## config.mk

```make
export PLATFORM = sky130hd
export DESIGN_NAME = power_sequencer
export DESIGN_NICKNAME = d
export VERILOG_FILES = /design/src/rtl/g15_pkg.sv /design/src/rtl/power_sequencer_rev_counter.sv /design/src/rtl/power_sequencer.sv
export SDC_FILE = /design/constraint.sdc
export NUM_CORES = 1
export LEC_CHECK = 0
export ABC_CLOCK_PERIOD_IN_PS = 5000
export CELL_PAD_IN_SITES_DETAIL_PLACEMENT = 0
export CELL_PAD_IN_SITES_GLOBAL_PLACEMENT = 2
export CORE_ASPECT_RATIO = 0.5
export CORE_MARGIN = 5
export CORE_UTILIZATION = 35
export CTS_CLUSTER_SIZE = 20
export DETAILED_ROUTE_END_ITERATION = 10
export HOLD_SLACK_MARGIN = 0.08
export PLACE_DENSITY_LB_ADDON = 0.1
export SYNTH_ARGS = -nofsm -noshare
export SYNTH_HDL_FRONTEND = slang
export SYNTH_SLANG_ARGS = --single-unit
```

## constraint.sdc

```tcl
create_clock -name CLOCK -period 5 [get_ports CLOCK]
set_input_delay 1.5 -clock CLOCK [delete_from_list [all_inputs] [get_ports CLOCK]]
set_output_delay 1.5 -clock CLOCK [all_outputs]
set_load 0.005 [all_outputs]
```

## src/rtl/g15_pkg.sv

```systemverilog
// Shared types and constants for the G-15 control gate power-up logic.
// Holds the sequencer state encoding and the per-state output decode.
package g15_pkg;

  typedef enum logic [2:0] {
    IDLE    = 3'd0,
    WARMUP  = 3'd1,
    CLEAR   = 3'd2,
    NT_COPY = 3'd3,
    NO_OP   = 3'd4,
    OP      = 3'd5,
    ATS     = 3'd6,
    RUN     = 3'd7
  } pwr_state_t;

  localparam int DRUM_BITS_PER_REV = 3132;

  typedef struct packed {
    logic clear;
    logic nt;
    logic no_op;
    logic op;
    logic ats;
    logic run;
  } pwr_out_t;

  // A revolution count of zero would never terminate, so it behaves as one.
  function automatic int unsigned eff_revs(input int unsigned n);
    return (n == 32'd0) ? 32'd1 : n;
  endfunction

  function automatic pwr_out_t decode_outputs(input pwr_state_t s);
    pwr_out_t o;
    o = '{clear: 1'b0, nt: 1'b0, no_op: 1'b0, op: 1'b0, ats: 1'b0, run: 1'b0};
    case (s)
      IDLE, WARMUP, CLEAR: o.clear = 1'b1;
      NT_COPY:             o.nt    = 1'b1;
      NO_OP:               o.no_op = 1'b1;
      OP:                  o.op    = 1'b1;
      ATS:                 o.ats   = 1'b1;
      RUN:                 o.run   = 1'b1;
      default:             o.clear = 1'b1;
    endcase
    return o;
  endfunction

endpackage

```

## src/rtl/power_sequencer_rev_counter.sv

```systemverilog
// Drum revolution counter: loads a revolution budget, counts down on each T0,
// and flags the T0 that completes the budget.
module rev_counter #(
  parameter int W = 4
) (
  input  logic         clk,
  input  logic         rst,
  input  logic         load,
  input  logic [W-1:0] load_val,
  input  logic         t0,
  output logic         term
);

  localparam logic [W-1:0] ONE  = W'(1);
  localparam logic [W-1:0] ZERO = W'(0);

  logic [W-1:0] count;

  // Load wins over decrement; an empty counter stays empty so idle T0s are harmless.
  always_ff @(posedge clk or posedge rst) begin
    if (rst) begin
      count <= ZERO;
    end else if (load) begin
      count <= load_val;
    end else if (t0 && (count != ZERO)) begin
      count <= count - ONE;
    end else begin
      count <= count;
    end
  end

  assign term = t0 && (count == ONE);

endmodule

```

## src/rtl/power_sequencer.sv

```systemverilog
// Power-up sequencer for the G-15 control gate: steps clear, number-track copy,
// no-op, op and auto tape start, aligned to drum revolutions.
module power_sequencer
  import g15_pkg::*;
#(
  parameter int unsigned WARMUP_REVS      = 4,
  parameter int unsigned CLEAR_REVS       = 2,
  parameter int unsigned NO_OP_REVS       = 2,
  parameter int unsigned ATS_TIMEOUT_REVS = 64
) (
  input  logic       CLOCK,
  input  logic       rst,
  input  logic       T0,
  input  logic       SW_POWER,
  input  logic       SW_NT_COPY,
  input  logic       SW_ATS,
  input  logic       ATS_DONE,
  output logic       PWR_CLEAR,
  output logic       PWR_NO_CLEAR,
  output logic       PWR_NT,
  output logic       PWR_NO_OP,
  output logic       PWR_OP,
  output logic       PWR_ATS,
  output logic       PWR_RUN,
  output pwr_state_t PWR_STATE
);

  localparam int unsigned WARM_N = eff_revs(WARMUP_REVS);
  localparam int unsigned CLR_N  = eff_revs(CLEAR_REVS);
  localparam int unsigned NOOP_N = eff_revs(NO_OP_REVS);
  localparam int unsigned ATS_N  = eff_revs(ATS_TIMEOUT_REVS);
  localparam int unsigned MAX_A  = (WARM_N > CLR_N) ? WARM_N : CLR_N;
  localparam int unsigned MAX_B  = (NOOP_N > ATS_N) ? NOOP_N : ATS_N;
  localparam int unsigned MAX_N  = (MAX_A > MAX_B) ? MAX_A : MAX_B;
  localparam int RC_W = $clog2(MAX_N) + 1;

  pwr_state_t      state;
  pwr_state_t      next_state;
  logic            load;
  logic [RC_W-1:0] load_val;
  logic            term;
  pwr_out_t        next_out;

  rev_counter #(.W(RC_W)) u_rev_counter (
    .clk      (CLOCK),
    .rst      (rst),
    .load     (load),
    .load_val (load_val),
    .t0       (T0),
    .term     (term)
  );

  // Next-state logic; losing DC power overrides every other transition.
  always_comb begin
    next_state = state;
    if ((state != IDLE) && !SW_POWER) begin
      next_state = IDLE;
    end else begin
      case (state)
        IDLE:    if (SW_POWER) next_state = WARMUP;  else next_state = IDLE;
        WARMUP:  if (term)     next_state = CLEAR;   else next_state = WARMUP;
        CLEAR:   if (term)     next_state = SW_NT_COPY ? NT_COPY : NO_OP;
                 else          next_state = CLEAR;
        NT_COPY: if (term)     next_state = NO_OP;   else next_state = NT_COPY;
        NO_OP:   if (term)     next_state = OP;      else next_state = NO_OP;
        OP:      if (term)     next_state = SW_ATS ? ATS : RUN;
                 else          next_state = OP;
        ATS:     if (ATS_DONE || term) next_state = RUN; else next_state = ATS;
        RUN:     next_state = RUN;
        default: next_state = IDLE;
      endcase
    end
  end

  // Each state entry reloads the counter with that state's revolution budget.
  always_comb begin
    load     = (next_state != state);
    load_val = {RC_W{1'b0}};
    case (next_state)
      WARMUP:      load_val = RC_W'(WARM_N);
      CLEAR:       load_val = RC_W'(CLR_N);
      NT_COPY, OP: load_val = RC_W'(1);
      NO_OP:       load_val = RC_W'(NOOP_N);
      ATS:         load_val = RC_W'(ATS_N);
      default:     load_val = {RC_W{1'b0}};
    endcase
  end

  assign next_out = decode_outputs(next_state);

  // State register with outputs decoded from the next state so they switch on the same edge.
  always_ff @(posedge CLOCK or posedge rst) begin
    if (rst) begin
      state        <= IDLE;
      PWR_CLEAR    <= 1'b1;
      PWR_NO_CLEAR <= 1'b0;
      PWR_NT       <= 1'b0;
      PWR_NO_OP    <= 1'b0;
      PWR_OP       <= 1'b0;
      PWR_ATS      <= 1'b0;
      PWR_RUN      <= 1'b0;
    end else begin
      state        <= next_state;
      PWR_CLEAR    <= next_out.clear;
      PWR_NO_CLEAR <= ~next_out.clear;
      PWR_NT       <= next_out.nt;
      PWR_NO_OP    <= next_out.no_op;
      PWR_OP       <= next_out.op;
      PWR_ATS      <= next_out.ats;
      PWR_RUN      <= next_out.run;
    end
  end

  assign PWR_STATE = state;

endmodule

```

==> report_table.html <==
<table>
<tr><th>Metric</th><th>Value</th></tr>
<tr><th colspan="2">Run status</th></tr>
<tr><td>Status</td><td>finished clean</td></tr>
<tr><th colspan="2">Global route</th></tr>
<tr><td>Layer carrying the most global-route usage</td><td>met1</td></tr>
<tr><td>Largest net degree at the start of global routing</td><td>18</td></tr>
<tr><td>Overall routing resource usage</td><td>13.61%</td></tr>
<tr><td>Global routing usage on met2</td><td>19.07%</td></tr>
<tr><td>First-pass GRT wire length</td><td>4.657 mm</td></tr>
<tr><td>Initial antenna violation count</td><td>0</td></tr>
<tr><td>M1 GR Usage</td><td>20.55%</td></tr>
<tr><td>Global-route track usage on met3</td><td>4.659%</td></tr>
<tr><td>Number of global-route vias before repair</td><td>917</td></tr>
<tr><td>Total gr overflow</td><td>0</td></tr>
<tr><th colspan="2">Synthesis</th></tr>
<tr><td>Cell count after synthesis</td><td>120</td></tr>
<tr><td>Mean instance size in the synthesized netlist</td><td>9.207 um2</td></tr>
<tr><td>Portion of the post-synthesis area used by sequential elements</td><td>38.62%</td></tr>
<tr><td>Flip-flop cell with the highest count after synthesis</td><td>sky130_fd_sc_hd__dfrtp_1</td></tr>
<tr><td>Warnings from Yosys</td><td>0</td></tr>
<tr><td>Net Count, Synth</td><td>130</td></tr>
<tr><td>Total of flip-flops plus latches after synthesis</td><td>17</td></tr>
<tr><td>Ys async rst share</td><td>100.0%</td></tr>
<tr><td>Synth unique cells</td><td>43</td></tr>
<tr><td>Total standard cell area after synthesis</td><td>1105 um2</td></tr>
<tr><td>Count of flip-flops with a built-in enable after synthesis</td><td>0</td></tr>
<tr><th colspan="2">Placed design</th></tr>
<tr><td>Dpl hpwl</td><td>2.117 mm</td></tr>
<tr><td>Routability cong.</td><td>0.8187</td></tr>
<tr><td>Number of placed instances with taps included</td><td>170</td></tr>
<tr><td>Worst-case setup slack after placement</td><td>1.385 ns</td></tr>
<tr><td>Port bufs</td><td>16</td></tr>
<tr><th colspan="2">Layout</th></tr>
<tr><td>Final antenna diode count</td><td>0</td></tr>
<tr><td>Layout cells sized above 1</td><td>9.701%</td></tr>
<tr><td>Area Overhead vs Synth</td><td>19.14%</td></tr>
<tr><td>Most used cells in the layout excluding fill and tap cells</td><td>sky130_fd_sc_hd__dfrtp_1, sky130_fd_sc_hd__clkdlybuf4s50_1, sky130_fd_sc_hd__nor2_1</td></tr>
<tr><td>Number of filler instances in the final layout</td><td>298</td></tr>
<tr><td>Number of cells in the finished layout apart from fillers</td><td>174</td></tr>
<tr><td>Number of nets at the end of the flow</td><td>145</td></tr>
<tr><th colspan="2">Power and ir drop</th></tr>
<tr><td>Proportion of power drawn by combinational gates</td><td>44.6%</td></tr>
<tr><td>Clock network power share</td><td>19.4%</td></tr>
<tr><td>Internal power of the cells</td><td>0.3222 mW</td></tr>
<tr><td>Switching share of power</td><td>40.00%</td></tr>
<tr><td>Power per standard cell area</td><td>407.9 nW/um2</td></tr>
<tr><td>P_leak</td><td>0.5412 nW</td></tr>
<tr><td>Sequential group share of total power</td><td>36.0%</td></tr>
<tr><td>Net switching power</td><td>0.2148 mW</td></tr>
<tr><td>Worst ir drop on vdd</td><td>0.1866 mV</td></tr>
<tr><td>Total Power Consumption</td><td>0.5369 mW</td></tr>
<tr><th colspan="2">Timing</th></tr>
<tr><td>Sum of negative setup slack</td><td>0 ns</td></tr>
<tr><td>Max Transition Viols Final</td><td>0</td></tr>
<tr><td>Worst hold slack</td><td>0.6184 ns</td></tr>
<tr><td>Time the worst path needs with I/O delays and setup</td><td>3.385 ns</td></tr>
<tr><td>Achievable Freq</td><td>295.4 MHz</td></tr>
<tr><td>Unrepaired setup endpoints after global routing</td><td>false</td></tr>
<tr><td>Final worst slack</td><td>1.615 ns</td></tr>
<tr><td>Finish-stage setup viols</td><td>0</td></tr>
<tr><td>Rel. slew slack</td><td>53.20%</td></tr>
<tr><td>Period utilization</td><td>67.71%</td></tr>
<tr><td>Transition time at the pin with the least slew margin</td><td>0.6988 ns</td></tr>
<tr><td>Hold violation total from the final report</td><td>0</td></tr>
<tr><td>Worst Clk Skew</td><td>0.001196 ns</td></tr>
<tr><th colspan="2">Detailed routing</th></tr>
<tr><td>1st-iter DRT viols</td><td>85</td></tr>
<tr><td>Ratio of routed vias to standard cells</td><td>5.489</td></tr>
<tr><td>Final WL</td><td>2.820 mm</td></tr>
<tr><td>DRC Markers</td><td>0</td></tr>
<tr><td>Wire length per cell</td><td>16.21 um</td></tr>
<tr><td>Remaining number of nets flagged by the antenna check after routing</td><td>0</td></tr>
<tr><td>First-pass iteration count of the detailed router</td><td>5</td></tr>
<tr><td>Count of vias placed by the detailed router</td><td>955</td></tr>
<tr><th colspan="2">Clock network</th></tr>
<tr><td>Maximum clock path buffer count</td><td>2</td></tr>
<tr><td>Clock slew at reported path FFs</td><td>0.07 ns</td></tr>
<tr><td>Clock sink total</td><td>17</td></tr>
<tr><td>Post-CTS setup buffer count</td><td>0</td></tr>
<tr><td>Clock latency of the later-clocked register in the worst-skew pair</td><td>0.25 ns</td></tr>
<tr><td>Hold bufs inserted after CTS</td><td>0</td></tr>
<tr><td>Clock tree from TritonCTS</td><td>built</td></tr>
<tr><td>Resized Gates After CTS</td><td>0</td></tr>
<tr><td>H-tree levels</td><td>1</td></tr>
<tr><td>Root buffer cell</td><td>sky130_fd_sc_hd__clkbuf_8</td></tr>
<tr><td>TritonCTS Buffers</td><td>3</td></tr>
<tr><th colspan="2">Floorplanning</th></tr>
<tr><td>Area of the die</td><td>4449 um2</td></tr>
<tr><td>Initial Utilization</td><td>36.67%</td></tr>
<tr><td>Count of boundary I/O pins</td><td>17</td></tr>
<tr><td>Die span in y</td><td>49.73 um</td></tr>
<tr><td>Num rows</td><td>14</td></tr>
<tr><td>Overall die width</td><td>89.46 um</td></tr>
<tr><td>Core Box Area</td><td>3013 um2</td></tr>
<tr><th colspan="2">Worst setup path</th></tr>
<tr><td>Data required time at the worst endpoint</td><td>5.13 ns</td></tr>
<tr><td>Setup CP Type</td><td>input port to flip-flop</td></tr>
<tr><td>CP cell instances</td><td>clkdlybuf4s50_1 -&gt; a21boi_0 -&gt; o21ai_0 -&gt; o32a_1 -&gt; mux2i_1 -&gt; o211ai_2</td></tr>
<tr><td>Endpoint type of the worst setup path</td><td>flip-flop</td></tr>
<tr><td>Maximum fanout along the worst path</td><td>13</td></tr>
<tr><td>CP max-delay cell</td><td>sky130_fd_sc_hd__clkdlybuf4s50_1</td></tr>
<tr><td>Nature of the critical path startpoint</td><td>input port</td></tr>
<tr><td>Arrival time reported for the critical path endpoint</td><td>3.52 ns</td></tr>
<tr><td>Biggest cell delay along the critical path</td><td>0.76 ns</td></tr>
<tr><th colspan="2">Run</th></tr>
<tr><td>Max-cap violation count</td><td>0</td></tr>
<tr><th colspan="2">Hold path</th></tr>
<tr><td>Worst min path class</td><td>flip-flop to flip-flop</td></tr>
</table>
-- critical path, delay by kind of cell --
family | cells | cell delay, ns
muxes | 1 | 0.26
buffers and inverters | 1 | 0.76
AOI/OAI and AO/OA | 4 | 1.00
-- power groups by stage --
| stage | clock [mW] | combinational (mW) | sequential, mW |
|---|---|---|---|
| 5_1_grt | 0.112 | 0.270 | 0.198 |
| 6_report | 0.104 | 0.239 | 0.193 |
| 3_5_place_dp | 0 | 0.237 | 0.196 |
| 3_3_place_gp | 0 | 0.238 | 0.196 |
| 2_1_floorplan | 0 | 0.189 | 0.186 |
| 4_1_cts | 0.107 | 0.238 | 0.193 |
-- synthesized netlist by cell type, types with 2 or more instances --
cell / number / area share [%]
sky130_fd_sc_hd__a21oi_1: 2 / 0.91
sky130_fd_sc_hd__nand2_1: 7 / 2.4
sky130_fd_sc_hd__or2_2: 2 / 1.1
sky130_fd_sc_hd__inv_1: 7 / 2.4
sky130_fd_sc_hd__o21a_1: 2 / 1.4
sky130_fd_sc_hd__or4_4: 2 / 2.0
sky130_fd_sc_hd__ha_1: 3 / 3.4
sky130_fd_sc_hd__or3_1: 3 / 1.7
sky130_fd_sc_hd__a31oi_1: 2 / 1.1
sky130_fd_sc_hd__and2_1: 3 / 1.7
sky130_fd_sc_hd__nand2b_1: 2 / 1.1
sky130_fd_sc_hd__o21ai_0: 8 / 3.6
sky130_fd_sc_hd__mux2i_1: 2 / 1.8
sky130_fd_sc_hd__o211ai_1: 3 / 2.0
sky130_fd_sc_hd__nor3_1: 5 / 2.3
sky130_fd_sc_hd__clkbuf_1: 3 / 1.0
sky130_fd_sc_hd__a211oi_1: 3 / 2.0
sky130_fd_sc_hd__xnor2_1: 4 / 3.2
sky130_fd_sc_hd__o2111ai_1: 5 / 4.0
sky130_fd_sc_hd__nor4_1: 3 / 1.7
sky130_fd_sc_hd__a21boi_0: 2 / 1.4
sky130_fd_sc_hd__dfrtp_1: 16 / 36
sky130_fd_sc_hd__nand3_1: 2 / 0.91
sky130_fd_sc_hd__nor2_1: 10 / 3.4
-- cell families (layout without fill, tap and decap cells) --
family	count (synthesis)	after routing	share of synthesized area (%)
xor gates and xnor gates	5	5	3.964
AOI/OAI and AO/OA	37	37	24.57
adders and majority gates	3	3	3.398
and+or+nand+nor	43	43	21.18
DFF	17	17	38.62
buffers and inverters	13	27	6.455
muxes	2	2	1.812
-- layer usage --
metal	up-vias	part of all wire [%]
li1	472	-
met1	453	52
met2	28	42
met3	2	6.1
met4	0	0.21
met5	-	0
-- per-stage QoR --
stage | util (%) | instance area (um2)
after CTS | 43.69 | 1316
final | 43.69 | 1316
after detailed placement | 42.15 | 1270
after global placement | 42.15 | 1270
after floorplan | - | 1105
after global routing | 43.69 | 1316
-- worst paths after layout --
| kind | startpoint | endpoint | slack [ns] | cells after the start |
|---|---|---|---|---|
| max | SW_POWER | u_rev_counter.count[6] | 1.61 | 6 |
| min | u_rev_counter.count[5] | u_rev_counter.count[5] | 0.62 | 2 |
| max reg2reg | u_rev_counter.count[4] | u_rev_counter.count[6] | 2.84 | 5 |
| min reg2reg | u_rev_counter.count[5] | u_rev_counter.count[5] | 0.62 | 2 |
| max in group asynchronous | rst | PWR_ATS | 2.93 | 2 |
| min in group asynchronous | rst | PWR_STATE[1] | 1.64 | 2 |
-- registers in the layout, indices dropped and copies added, names as in the netlist --
signal               flops
PWR_ATS                  1
PWR_OP                   1
PWR_RUN                  1
u_rev_counter.count      7
PWR_STATE                3
PWR_NO_CLEAR             1
PWR_NT                   1
PWR_NO_OP                1
PWR_CLEAR                1
-- cell type report --
class                           instances  area [um2]  area share, %
Timing Repair Buffer                   16       160.2          12.17
Tap cell                               40       50.05          3.802
Sequential cell                        17       426.7          32.41
Clock inverter                          1       5.005         0.3802
Multi-Input combinational cell         90       606.8          46.10
Clock buffer                            3       41.29          3.137
Inverter                                7       26.28          1.996
No activity file was read; power rests on OpenSTA's default activity.
